## src/rtl/qbu_rx_pkg.sv

```systemverilog
// Shared definitions for the qbu_rx frame dispatch path: SMD/CRC codes,
// channel indices, user-field layout, FSM encoding and the route decoder.
package qbu_rx_pkg;

  localparam logic [7:0] SMD_E = 8'hD5;
  localparam logic [7:0] SMD_R = 8'h19;
  localparam logic [7:0] SMD_V = 8'h07;
  localparam logic [7:0] S0    = 8'hE6;
  localparam logic [7:0] S1    = 8'h4C;
  localparam logic [7:0] S2    = 8'h7F;
  localparam logic [7:0] S3    = 8'hB3;
  localparam logic [7:0] C0    = 8'h61;
  localparam logic [7:0] C1    = 8'h52;
  localparam logic [7:0] C2    = 8'h9E;
  localparam logic [7:0] C3    = 8'h2A;

  localparam logic [1:0] CRC  = 2'b01;
  localparam logic [1:0] MCRC = 2'b10;

  localparam int NCH = 4;
  localparam logic [1:0] CH_EMAC = 2'd0;
  localparam logic [1:0] CH_PMAC = 2'd1;
  localparam logic [1:0] CH_R    = 2'd2;
  localparam logic [1:0] CH_V    = 2'd3;

  localparam int USER_W     = 16;
  localparam int U_INFO_VLD = 15;
  localparam int U_SMD_LSB  = 7;
  localparam int U_FRAG_LSB = 5;
  localparam int U_CRC_LSB  = 3;
  localparam int U_ERR      = 15;

  typedef enum logic [1:0] {
    ST_IDLE = 2'd0,
    ST_FWD  = 2'd1,
    ST_DROP = 2'd2
  } state_e;

  typedef struct packed {
    logic       drop;
    logic       err;
    logic [1:0] ch;
  } route_t;

  // EMAC/R/V with a bad CRC code survive only when err_fwd is set, flagged as errored.
  function automatic route_t decode_route(input logic [USER_W-1:0] user, input logic err_fwd);
    route_t     r;
    logic [7:0] smd;
    logic [1:0] crc;
    logic       crc_ok;
    r      = '{drop: 1'b1, err: 1'b0, ch: CH_EMAC};
    smd    = user[U_SMD_LSB +: 8];
    crc    = user[U_CRC_LSB +: 2];
    crc_ok = (crc == CRC);
    if (user[U_INFO_VLD]) begin
      case (smd)
        SMD_E: begin r.ch = CH_EMAC; r.drop = !(crc_ok || err_fwd); r.err = !crc_ok; end
        SMD_R: begin r.ch = CH_R;    r.drop = !(crc_ok || err_fwd); r.err = !crc_ok; end
        SMD_V: begin r.ch = CH_V;    r.drop = !(crc_ok || err_fwd); r.err = !crc_ok; end
        S0, S1, S2, S3, C0, C1, C2, C3: begin
          r.ch   = CH_PMAC;
          r.drop = !(crc_ok || (crc == MCRC));
        end
        default: r.drop = 1'b1;
      endcase
    end
    return r;
  endfunction

endpackage

```

## src/rtl/qbu_rx_out_slice.sv

```systemverilog
// One-stage AXIS register slice: one cycle of latency, full throughput,
// payload cleared whenever the slice is empty.
module qbu_rx_out_slice #(
  parameter int DWIDTH = 8,
  parameter int UWIDTH = 16
) (
  input  logic                i_clk,
  input  logic                i_rst,
  input  logic [DWIDTH-1:0]   i_s_data,
  input  logic [UWIDTH-1:0]   i_s_user,
  input  logic [DWIDTH/8-1:0] i_s_keep,
  input  logic                i_s_last,
  input  logic                i_s_valid,
  output logic                o_s_ready,
  output logic [DWIDTH-1:0]   o_m_data,
  output logic [UWIDTH-1:0]   o_m_user,
  output logic [DWIDTH/8-1:0] o_m_keep,
  output logic                o_m_last,
  output logic                o_m_valid,
  input  logic                i_m_ready
);

  logic                vld_p1;
  logic [DWIDTH-1:0]   data_p1;
  logic [UWIDTH-1:0]   user_p1;
  logic [DWIDTH/8-1:0] keep_p1;
  logic                last_p1;

  assign o_s_ready = !vld_p1 | i_m_ready;

  // Stage p1: output register
  always_ff @(posedge i_clk) begin
    if (i_rst) begin
      vld_p1  <= 1'b0;
      data_p1 <= '0;
      user_p1 <= '0;
      keep_p1 <= '0;
      last_p1 <= 1'b0;
    end else if (i_s_valid && o_s_ready) begin
      vld_p1  <= 1'b1;
      data_p1 <= i_s_data;
      user_p1 <= i_s_user;
      keep_p1 <= i_s_keep;
      last_p1 <= i_s_last;
    end else if (i_m_ready) begin
      vld_p1  <= 1'b0;
      data_p1 <= '0;
      user_p1 <= '0;
      keep_p1 <= '0;
      last_p1 <= 1'b0;
    end
  end

  assign o_m_valid = vld_p1;
  assign o_m_data  = data_p1;
  assign o_m_user  = user_p1;
  assign o_m_keep  = keep_p1;
  assign o_m_last  = last_p1;

endmodule

```

## src/rtl/qbu_rx_frame_dispatch.sv

```systemverilog
// Routes reassembled qbu_rx frames to EMAC/PMAC/R/V consumers by SMD/CRC,
// decided once on the first beat; unroutable frames are drained and counted.
module qbu_rx_frame_dispatch
  import qbu_rx_pkg::*;
#(
  parameter int DWIDTH  = 8,
  parameter int LEN_W   = 12,
  parameter int CNT_W   = 16,
  parameter bit ERR_FWD = 1'b0
) (
  input  logic                      i_clk,
  input  logic                      i_rst,
  input  logic [DWIDTH-1:0]         i_s_axis_data,
  input  logic [15:0]               i_s_axis_user,
  input  logic [DWIDTH/8-1:0]       i_s_axis_keep,
  input  logic                      i_s_axis_last,
  input  logic                      i_s_axis_valid,
  output logic                      o_s_axis_ready,
  input  logic [LEN_W-1:0]          i_data_len,
  output logic [4*DWIDTH-1:0]       o_m_axis_data,
  output logic [4*16-1:0]           o_m_axis_user,
  output logic [4*(DWIDTH/8)-1:0]   o_m_axis_keep,
  output logic [3:0]                o_m_axis_last,
  output logic [3:0]                o_m_axis_valid,
  input  logic [3:0]                i_m_axis_ready,
  output logic [4*CNT_W-1:0]        o_fwd_cnt,
  output logic [CNT_W-1:0]          o_drop_cnt,
  output logic                      o_drop_pulse
);

  localparam int KW = DWIDTH / 8;

  function automatic logic [CNT_W-1:0] sat_inc(input logic [CNT_W-1:0] v);
    return (&v) ? v : v + {{(CNT_W-1){1'b0}}, 1'b1};
  endfunction

  state_e            state;
  logic [1:0]        ch_q;
  logic [USER_W-1:0] user_q;
  logic              pass_q;
  logic [CNT_W-1:0]  fwd_cnt [NCH];

  route_t            dec;
  logic [11:0]       len12;
  logic [1:0]        cur_ch;
  logic              fwd_sel;
  logic [USER_W-1:0] cur_user;
  logic              rdy;
  logic [NCH-1:0]    slice_rdy;
  logic [NCH-1:0]    slice_vld_in;
  logic              acc;
  logic              last_acc;

  assign dec   = decode_route(i_s_axis_user, ERR_FWD);
  assign len12 = 12'(i_data_len);

  // Stage p0: route selection and input handshake
  always_comb begin
    cur_ch   = ch_q;
    fwd_sel  = 1'b0;
    cur_user = user_q;
    rdy      = 1'b0;
    case (state)
      ST_IDLE: begin
        cur_ch   = dec.ch;
        fwd_sel  = !dec.drop;
        cur_user = (dec.ch == CH_PMAC) ? i_s_axis_user : {dec.err, 3'b000, len12};
        rdy      = dec.drop | slice_rdy[dec.ch];
      end
      ST_FWD: begin
        fwd_sel  = 1'b1;
        cur_user = pass_q ? i_s_axis_user : user_q;
        rdy      = slice_rdy[ch_q];
      end
      ST_DROP: rdy = 1'b1;
      default: rdy = 1'b0;
    endcase
  end

  assign o_s_axis_ready = rdy & !i_rst;
  assign acc            = i_s_axis_valid & o_s_axis_ready;
  assign last_acc       = acc & i_s_axis_last;

  always_ff @(posedge i_clk) begin
    if (i_rst) begin
      state        <= ST_IDLE;
      ch_q         <= CH_EMAC;
      user_q       <= '0;
      pass_q       <= 1'b0;
      o_drop_cnt   <= '0;
      o_drop_pulse <= 1'b0;
      for (int c = 0; c < NCH; c++) fwd_cnt[c] <= '0;
    end else begin
      o_drop_pulse <= 1'b0;
      case (state)
        ST_IDLE: begin
          if (acc) begin
            ch_q   <= dec.ch;
            user_q <= cur_user;
            pass_q <= (dec.ch == CH_PMAC);
            if (!i_s_axis_last) state <= dec.drop ? ST_DROP : ST_FWD;
          end
        end
        ST_FWD, ST_DROP: begin
          if (last_acc) state <= ST_IDLE;
        end
        default: state <= ST_IDLE;
      endcase
      if (last_acc && fwd_sel) fwd_cnt[cur_ch] <= sat_inc(fwd_cnt[cur_ch]);
      if (last_acc && !fwd_sel) begin
        o_drop_cnt   <= sat_inc(o_drop_cnt);
        o_drop_pulse <= 1'b1;
      end
    end
  end

  for (genvar c = 0; c < NCH; c++) begin : g_ch
    assign slice_vld_in[c] = acc & fwd_sel & (cur_ch == 2'(c));

    qbu_rx_out_slice #(
      .DWIDTH(DWIDTH),
      .UWIDTH(USER_W)
    ) u_slice (
      .i_clk    (i_clk),
      .i_rst    (i_rst),
      .i_s_data (i_s_axis_data),
      .i_s_user (cur_user),
      .i_s_keep (i_s_axis_keep),
      .i_s_last (i_s_axis_last),
      .i_s_valid(slice_vld_in[c]),
      .o_s_ready(slice_rdy[c]),
      .o_m_data (o_m_axis_data[c*DWIDTH +: DWIDTH]),
      .o_m_user (o_m_axis_user[c*USER_W +: USER_W]),
      .o_m_keep (o_m_axis_keep[c*KW +: KW]),
      .o_m_last (o_m_axis_last[c]),
      .o_m_valid(o_m_axis_valid[c]),
      .i_m_ready(i_m_axis_ready[c])
    );

    assign o_fwd_cnt[c*CNT_W +: CNT_W] = fwd_cnt[c];
  end

endmodule

```

## config.mk

```make
export PLATFORM = sky130hd
export DESIGN_NAME = qbu_rx_frame_dispatch
export DESIGN_NICKNAME = d
export VERILOG_FILES = /design/src/rtl/qbu_rx_pkg.sv /design/src/rtl/qbu_rx_out_slice.sv /design/src/rtl/qbu_rx_frame_dispatch.sv
export SDC_FILE = /design/constraint.sdc
export NUM_CORES = 1
export LEC_CHECK = 0
export ABC_AREA = 1
export BUFFER_PORTS_ARGS = -buffer_cell sky130_fd_sc_hd__buf_4
export CAP_MARGIN = 40
export CORE_MARGIN = 10
export CORE_UTILIZATION = 50
export CTS_CLUSTER_DIAMETER = 60
export DETAILED_ROUTE_END_ITERATION = 6
export GPL_ROUTABILITY_DRIVEN = 0
export PLACE_DENSITY = 0.79
export SLEW_MARGIN = 10
export SYNTH_ARGS = -nofsm -noshare
export SYNTH_HDL_FRONTEND = slang
export SYNTH_SLANG_ARGS = --single-unit
```

## constraint.sdc

```tcl
create_clock -name i_clk -period 3 [get_ports i_clk]
set_input_delay 0.15 -clock i_clk [delete_from_list [all_inputs] [get_ports i_clk]]
set_output_delay 0.15 -clock i_clk [all_outputs]
set_load 0.02 [all_outputs]
```

# Yosys cells after proc, flatten, opt, wreduce, memory -nomap -nowiden
# Memory sizes are Yosys's and may differ from the RTL's.
# Index checks and enable logic that the tools add are counted.
dict set report op_classes {
  add_sub_neg 2
  magnitude_cmp 2
  n_eq_ne 22
  mux 61
  bitwise_logic 14
  n_reduce_logical 31
}
# op n
set op_table {}
lappend op_table {{two-way mux 16 bit} 12}
lappend op_table {{two-way mux 8 bit} 8}
lappend op_table {{adder 16 x 1 -> 16 bit (second input constant)} 2}
lappend op_table {{equality test 8 x 7 -> 1 bit (second input constant)} 4}
lappend op_table {{equality test 8 bit (second input constant)} 4}
lappend op_table {{one-hot mux 16 bit (2 select lines)} 1}
lappend op_table {{AND reduction 16 bit} 2}
lappend op_table {{two-way mux 1 bit} 26}
lappend op_table {{OR reduction 16 bit} 1}
lappend op_table {{two-way mux 2 bit} 6}
lappend op_table {{logical NOT 1 bit} 9}
lappend op_table {{AND 1 bit} 8}
lappend op_table {{equality test 2 x 1 -> 1 bit (second input constant)} 4}
lappend op_table {{equality test 2 bit (second input constant)} 4}
lappend op_table {{equality test 8 x 3 -> 1 bit (second input constant)} 1}
lappend op_table {{equality test 8 x 5 -> 1 bit (second input constant)} 1}
lappend op_table {{equality test 8 x 6 -> 1 bit (second input constant)} 1}
lappend op_table {{nonzero test 2 bit} 4}
lappend op_table {{OR reduction 8 bit} 1}
lappend op_table {{logical AND 1 bit} 6}
lappend op_table {{< comparator 2 x 3 -> 1 bit (second input constant)} 2}
lappend op_table {{inequality test 2 bit (second input constant)} 3}
lappend op_table {{one-hot mux 2 bit (3 select lines)} 1}
lappend op_table {{OR 1 bit} 5}
lappend op_table {{12 further kinds} 16}
dict set report word_totals {
  reg_bits 146
  ramBits 64
  input_bits 45
  output_inout_bits 190
  wordCells 159
  memories 1
}
# memory words width read_ports rd_ports_with_merged_regs wr line
set memory_table {}
lappend memory_table {fwd_cnt 4 16 5 0 4 qbu_rx_frame_dispatch.sv:41} ;# logic [CNT_W-1:0] fwd_cnt [NCH];

# Depth between registers and ports, before layout
dict set report depth {
  word_depth 18
  mapped_depth 24
  ltp_nobuf 22
}

# Modules after synthesis
# From an unflattened synthesis, not the netlist that was laid out.
dict set report unflattened {
  cells_unflattened 1432
  area_unflattened_um2 10898.0
}
# mod n_inst cells_each area_each_um2 seq_area_each_um2
set by_module_without_submodules {}
lappend by_module_without_submodules {qbu_rx_frame_dispatch 1 948 6864.1 2682.6}
lappend by_module_without_submodules {qbu_rx_out_slice 4 121 1008.5 540.5}

# Least setup slack after synthesis
# OpenSTA, ideal clock, no wires.
dict set report synth_path {
  path_kind {input to register}
  startpoint {in i_s_axis_user[8]}
  endpoint {mem fwd_cnt[3][0] (enable)}
  setup_time_ns 0.411
  arrival_time_ns 2.883
  required_ns 2.589
  path_slack_ns -0.295
  path_stages 18
  n_path_buf 1
  cell_sequence {inv_1 nand2_1 nor2_1 nand2_1 nand2_1 nor2_4 nand3_2 nand2_1 nand2_1 nand3_1 nand3_1 nand2_1 nand2_1 nand4_1 nor2_2 inv_2 buf_4 o21ai_0}
}
# item line
set synth_lines {}
lappend synth_lines {{from (decl)} qbu_rx_frame_dispatch.sv:14} ;# input logic [15:0] i_s_axis_user,
lappend synth_lines {{to (decl)} qbu_rx_frame_dispatch.sv:41}

# Worst setup path in the final report
dict set report layout_path {
  startpoint {reg state[1]}
  endpoint {reg user_q[3]}
}
dict set report layout_via {
  elab_chain_len 5
  word_cells_on_any_way 8
  cone_classes {eq/ne (2); mux (2); bitwise (2); reduce/logical (2)}
}
# item line
set layout_lines {}
lappend layout_lines {{from (decl)} qbu_rx_frame_dispatch.sv:37} ;# state_e state;
lappend layout_lines {{from (signal assigned)} qbu_rx_frame_dispatch.sv:101} ;# if (!i_s_axis_last) state <= dec.drop ? ST_DROP : ST_FWD;
lappend layout_lines {{equality test 2 bit (tied with other cells)} qbu_rx_frame_dispatch.sv:63} ;# case (state)
lappend layout_lines {{one-hot mux 1 bit (3 select lines)} qbu_rx_frame_dispatch.sv:63}
lappend layout_lines {{AND 1 bit} qbu_rx_frame_dispatch.sv:80} ;# assign o_s_axis_ready = rdy & !i_rst;
lappend layout_lines {{AND 1 bit} qbu_rx_frame_dispatch.sv:81} ;# assign acc = i_s_axis_valid & o_s_axis_ready;
lappend layout_lines {{AND reduction 2 bit (no source line)} n/a}
lappend layout_lines {{to (signal assigned)} qbu_rx_frame_dispatch.sv:99} ;# user_q <= cur_user;
lappend layout_lines {{to (decl)} qbu_rx_frame_dispatch.sv:39} ;# logic [USER_W-1:0] user_q;
# Parallel ways exist; a longest one is shown, timed or not.
# A chain may end at the register's enable or synchronous reset.

==> impl_metrics.yaml <==
status:
  status: "complete, no violations"
critical_path:
  worst-setup-path-type: "flip-flop to flip-flop"
  r2r_slack_ns: 0.16
  start_kind: "flip-flop"
  rr_startpoint: "state[1]"
  path_cells: "inv_1 > ha_1 > buf_4 > buf_4 > nor2_1 > nor2_1 > o221ai_1 > buf_4 > o21ai_0 > a21oi_1"
  cp_max_fo: 14
  cp-end-kind: "flip-flop"
  slowest_stage: "nor2_1"
  rr_worst_depth: 10
  cpMostUsedCell: "buf_4"
  worst-endpoint-arrival_ns: 3.23
  cp_top_family: "simple AND/OR/NAND/NOR gates"
  max_stage_delay_ns: 0.69
  crit_buf_inv: 4
  r2r-end: "user_q[3]"
  crit_path_end: "user_q[3]"
  required_ns: 3.39
  cp-startpoint: "state[1]"
  cp_num_cells: 10
power_and_ir_drop:
  seqPwrFrac: 0.377
  p_comb_frac: 0.257
  power.density_nw_per_um2: 592.0
  power.total_mw: 8.332
  p_leak_nw: 5.958
  ir_drop_mv: 0.4099
  p_int_mw: 5.602
  switchingPower_mw: 2.730
  clock_power_share: 0.366
  swShare: 0.3277
floorplanning:
  core.rowCount: 53
  die_h_um: 167.6
  coreArea_um2: 21220
  fp.dieW_um: 167.6
  ioPinCount: 235
  die_area_um2: 28090
  initial_core_util: 0.5134
sta:
  final.min_clock_period_ns: 2.840
  max_freq_ghz: 0.3521
  fin_crit_sh: 0.9467
  setup_viol: 0
  relSlewSlack: 0.4220
  slew_viol_final: 0
  grt_setup_unrepaired: "no"
  fin_worst_skew_ns: 0.01777
  whs_ns: 0.02045
  worst_slack_ns: 0.1600
  timing.setup.tns_ns: 0
  finalHoldViolations: 0
  tightest_slew_ns: 0.8637
grt:
  antenna_found_initial: 0
  grt_pass1_wl_um: 59060
  grt_pass1_vias: 10948
  overflow: 0
  grt_max_degree: 62
  track_usage: 0.2521
drt:
  drc: 0
  vias: 11595
  ant_nets: 0
  wire_per_inst_um: 19.31
  dr.pass1.iters: 6
  routed_via_density: 5.901
  routed_wirelength_um: 37950
  drtIter0Drc: 1437
place:
  dp_hpwl_um: 26650
  portBuffers: 234
  dp_slack_ns: -0.09957
  place_area_um2: 13040
clocking:
  clk_latency_ns: 0.52
  cts_tree: "built"
  numCtsBuffers: 23
  clk_path_buf_depth: 3
  cts_sinks: 210
  htreeDepth: 1
  cts_root_buf: "clkbuf_16"
  clk_pin_slew_ns: 0.07
cells_and_area:
  drive_gt1_frac: 0.2367
  nets: 1725
  antennaDiodeCount: 0
  syn2layout_area_growth_pct: 29.18
  finalInstanceArea_um2: 14070
  nFillCells: 1781
worst_hold_path:
  hold_class: "primary input to flip-flop"
job:
  drv_cap: 0
yosys:
  synth_seq_cells: 210
  ys_async_sr_fraction: 0
  yosysWarnings: 0
  syn-num-nets: 1496
  synth_area_um2: 10890
  synth_edf_count: 64
  synth_area_per_cell_um2: 7.544
  synth_cells: 1444
  ys.flop_type: "dfxtp_1"
  yosysSeqAreaShare: 0.4447
  synth_cell_types: 42
==> flip-flops by register name (all words and copies together) (netlist names), 4 cells and up <==
signal                  flops
fwd_cnt                    64
g_ch.u_slice.o_m_data      32
g_ch.u_slice.o_m_keep       4
g_ch.u_slice.o_m_last       4
g_ch.u_slice.o_m_user      64
g_ch.u_slice.o_m_valid      4
o_drop_cnt                 16
user_q                     16
==> synthesized netlist by cell type (6+ instances only) <==
| master | instances | share of area |
|---|---|---|
| buf_6 | 7 | 0.0072 |
| nand2_2 | 7 | 0.0040 |
| o21ai_0 | 30 | 0.014 |
| clkbuf_1 | 60 | 0.021 |
| nand3_2 | 7 | 0.0064 |
| o211ai_1 | 7 | 0.0048 |
| ha_1 | 7 | 0.0080 |
| nand4_1 | 109 | 0.063 |
| inv_2 | 15 | 0.0052 |
| buf_2 | 22 | 0.010 |
| nand3b_1 | 7 | 0.0048 |
| buf_4 | 19 | 0.013 |
| dfxtp_1 | 146 | 0.27 |
| nor2_4 | 6 | 0.0062 |
| nor3_1 | 7 | 0.0032 |
| a21oi_1 | 170 | 0.078 |
| o221ai_1 | 12 | 0.0096 |
| nor2_1 | 116 | 0.040 |
| inv_1 | 114 | 0.039 |
| edfxtp_1 | 64 | 0.18 |
| xor2_1 | 17 | 0.014 |
| nand2_1 | 265 | 0.091 |
| clkinv_1 | 7 | 0.0024 |
| nand3_1 | 193 | 0.089 |
==> tightest hold or removal path, stage by stage <==
cell     delay (ns)
buf_4          0.15
nand2_1        0.12
a21oi_1        0.07
==> power by group through the flow <==
stage                     Combinational (mW)  Clock (mW)  Sequential, mW
final                                   2.14        3.05            3.14
after global routing                    2.32        3.20            3.15
after CTS                               2.06        3.09            3.13
after detailed placement                2.04           0            3.19
after global placement                  1.99           0            3.19
after floorplan                         1.23           0            3.24
==> how the worst min path moves through the flow <==
stage / from / to / cells after the start
after floorplan: i_s_axis_data[5] / g_ch[3].u_slice.o_m_data[5] / 2
after global placement: user_q[1] / user_q[1] / 2
after detailed placement: user_q[6] / user_q[6] / 2
after CTS: i_s_axis_user[15] / ch_q[0] / 3
after global routing: i_s_axis_user[15] / ch_q[0] / 3
final: i_s_axis_user[15] / ch_q[0] / 3
==> cell usage in the layout, fill, tap and decap left out, types with 4 or more instances in the layout <==
master / instances
o21ai_0: 29
o211ai_1: 7
clkbuf_16: 23
o221ai_1: 12
bufinv_16: 5
inv_1: 113
inv_2: 15
a21oi_1: 170
edfxtp_1: 64
nand3_2: 7
nor2_4: 6
buf_12: 10
buf_4: 290
nor2_1: 106
clkinv_2: 4
nand2_1: 263
xor2_1: 17
nand4_1: 109
dfxtp_1: 144
nand2_2: 8
ha_1: 7
nor3_1: 7
dlygate4sd3_1: 12
nor4_1: 4
nand3_1: 193
nand3b_1: 7
nor2_2: 14
clkinv_1: 9
==> routing by layer <==
metal / part of all wire / track usage / vias up
met5: 0 / 0 / -
met4: 0.049 / 0.1340 / 0
met3: 0.10 / 0.04986 / 140
met2: 0.47 / 0.4039 / 685
met1: 0.38 / 0.3141 / 5378
li1: - / - / 5392
==> cell families after synthesis <==
family          after synthesis  share of synthesized area
compound gates              233                     0.1171
fa+ha+maj                     7                   0.008039
simple gates                729                     0.3162
flops                       210                     0.4447
buf+inv                     246                    0.09866
xor+xnor                     19                    0.01528
==> final cells by class <==
cell class	count	area, um2	share of cell area
Clock buffer	25	583.1	0.04143
Clock inverter	17	236.5	0.01680
Inverter	136	513.0	0.03645
Multi-Input combinational cell	988	5010	0.3560
Sequential cell	210	4847	0.3444
Tap cell	275	344.1	0.02445
Timing Repair Buffer	314	2540	0.1805
==> repair_timing <==
item / 4_1_cts / 5_1_grt
gates cloned: 0 / 0
gates resized for setup: 1 / 17
hold endpoints to repair: 52 / 0
pin swaps: 0 / 1
hold buffers: 12 / 0
endpoints found under the setup margin: 53 / 64
setup buffers: 0 / 5
==> stage by stage <==
step	util	instances
6_report	0.6632	1965
5_1_grt	0.6632	1965
4_1_cts	0.6590	1960
3_5_place_dp	0.6144	1906
3_3_place_gp	0.6128	1904
2_1_floorplan	-	1444
(Power assumes the default switching activity.)
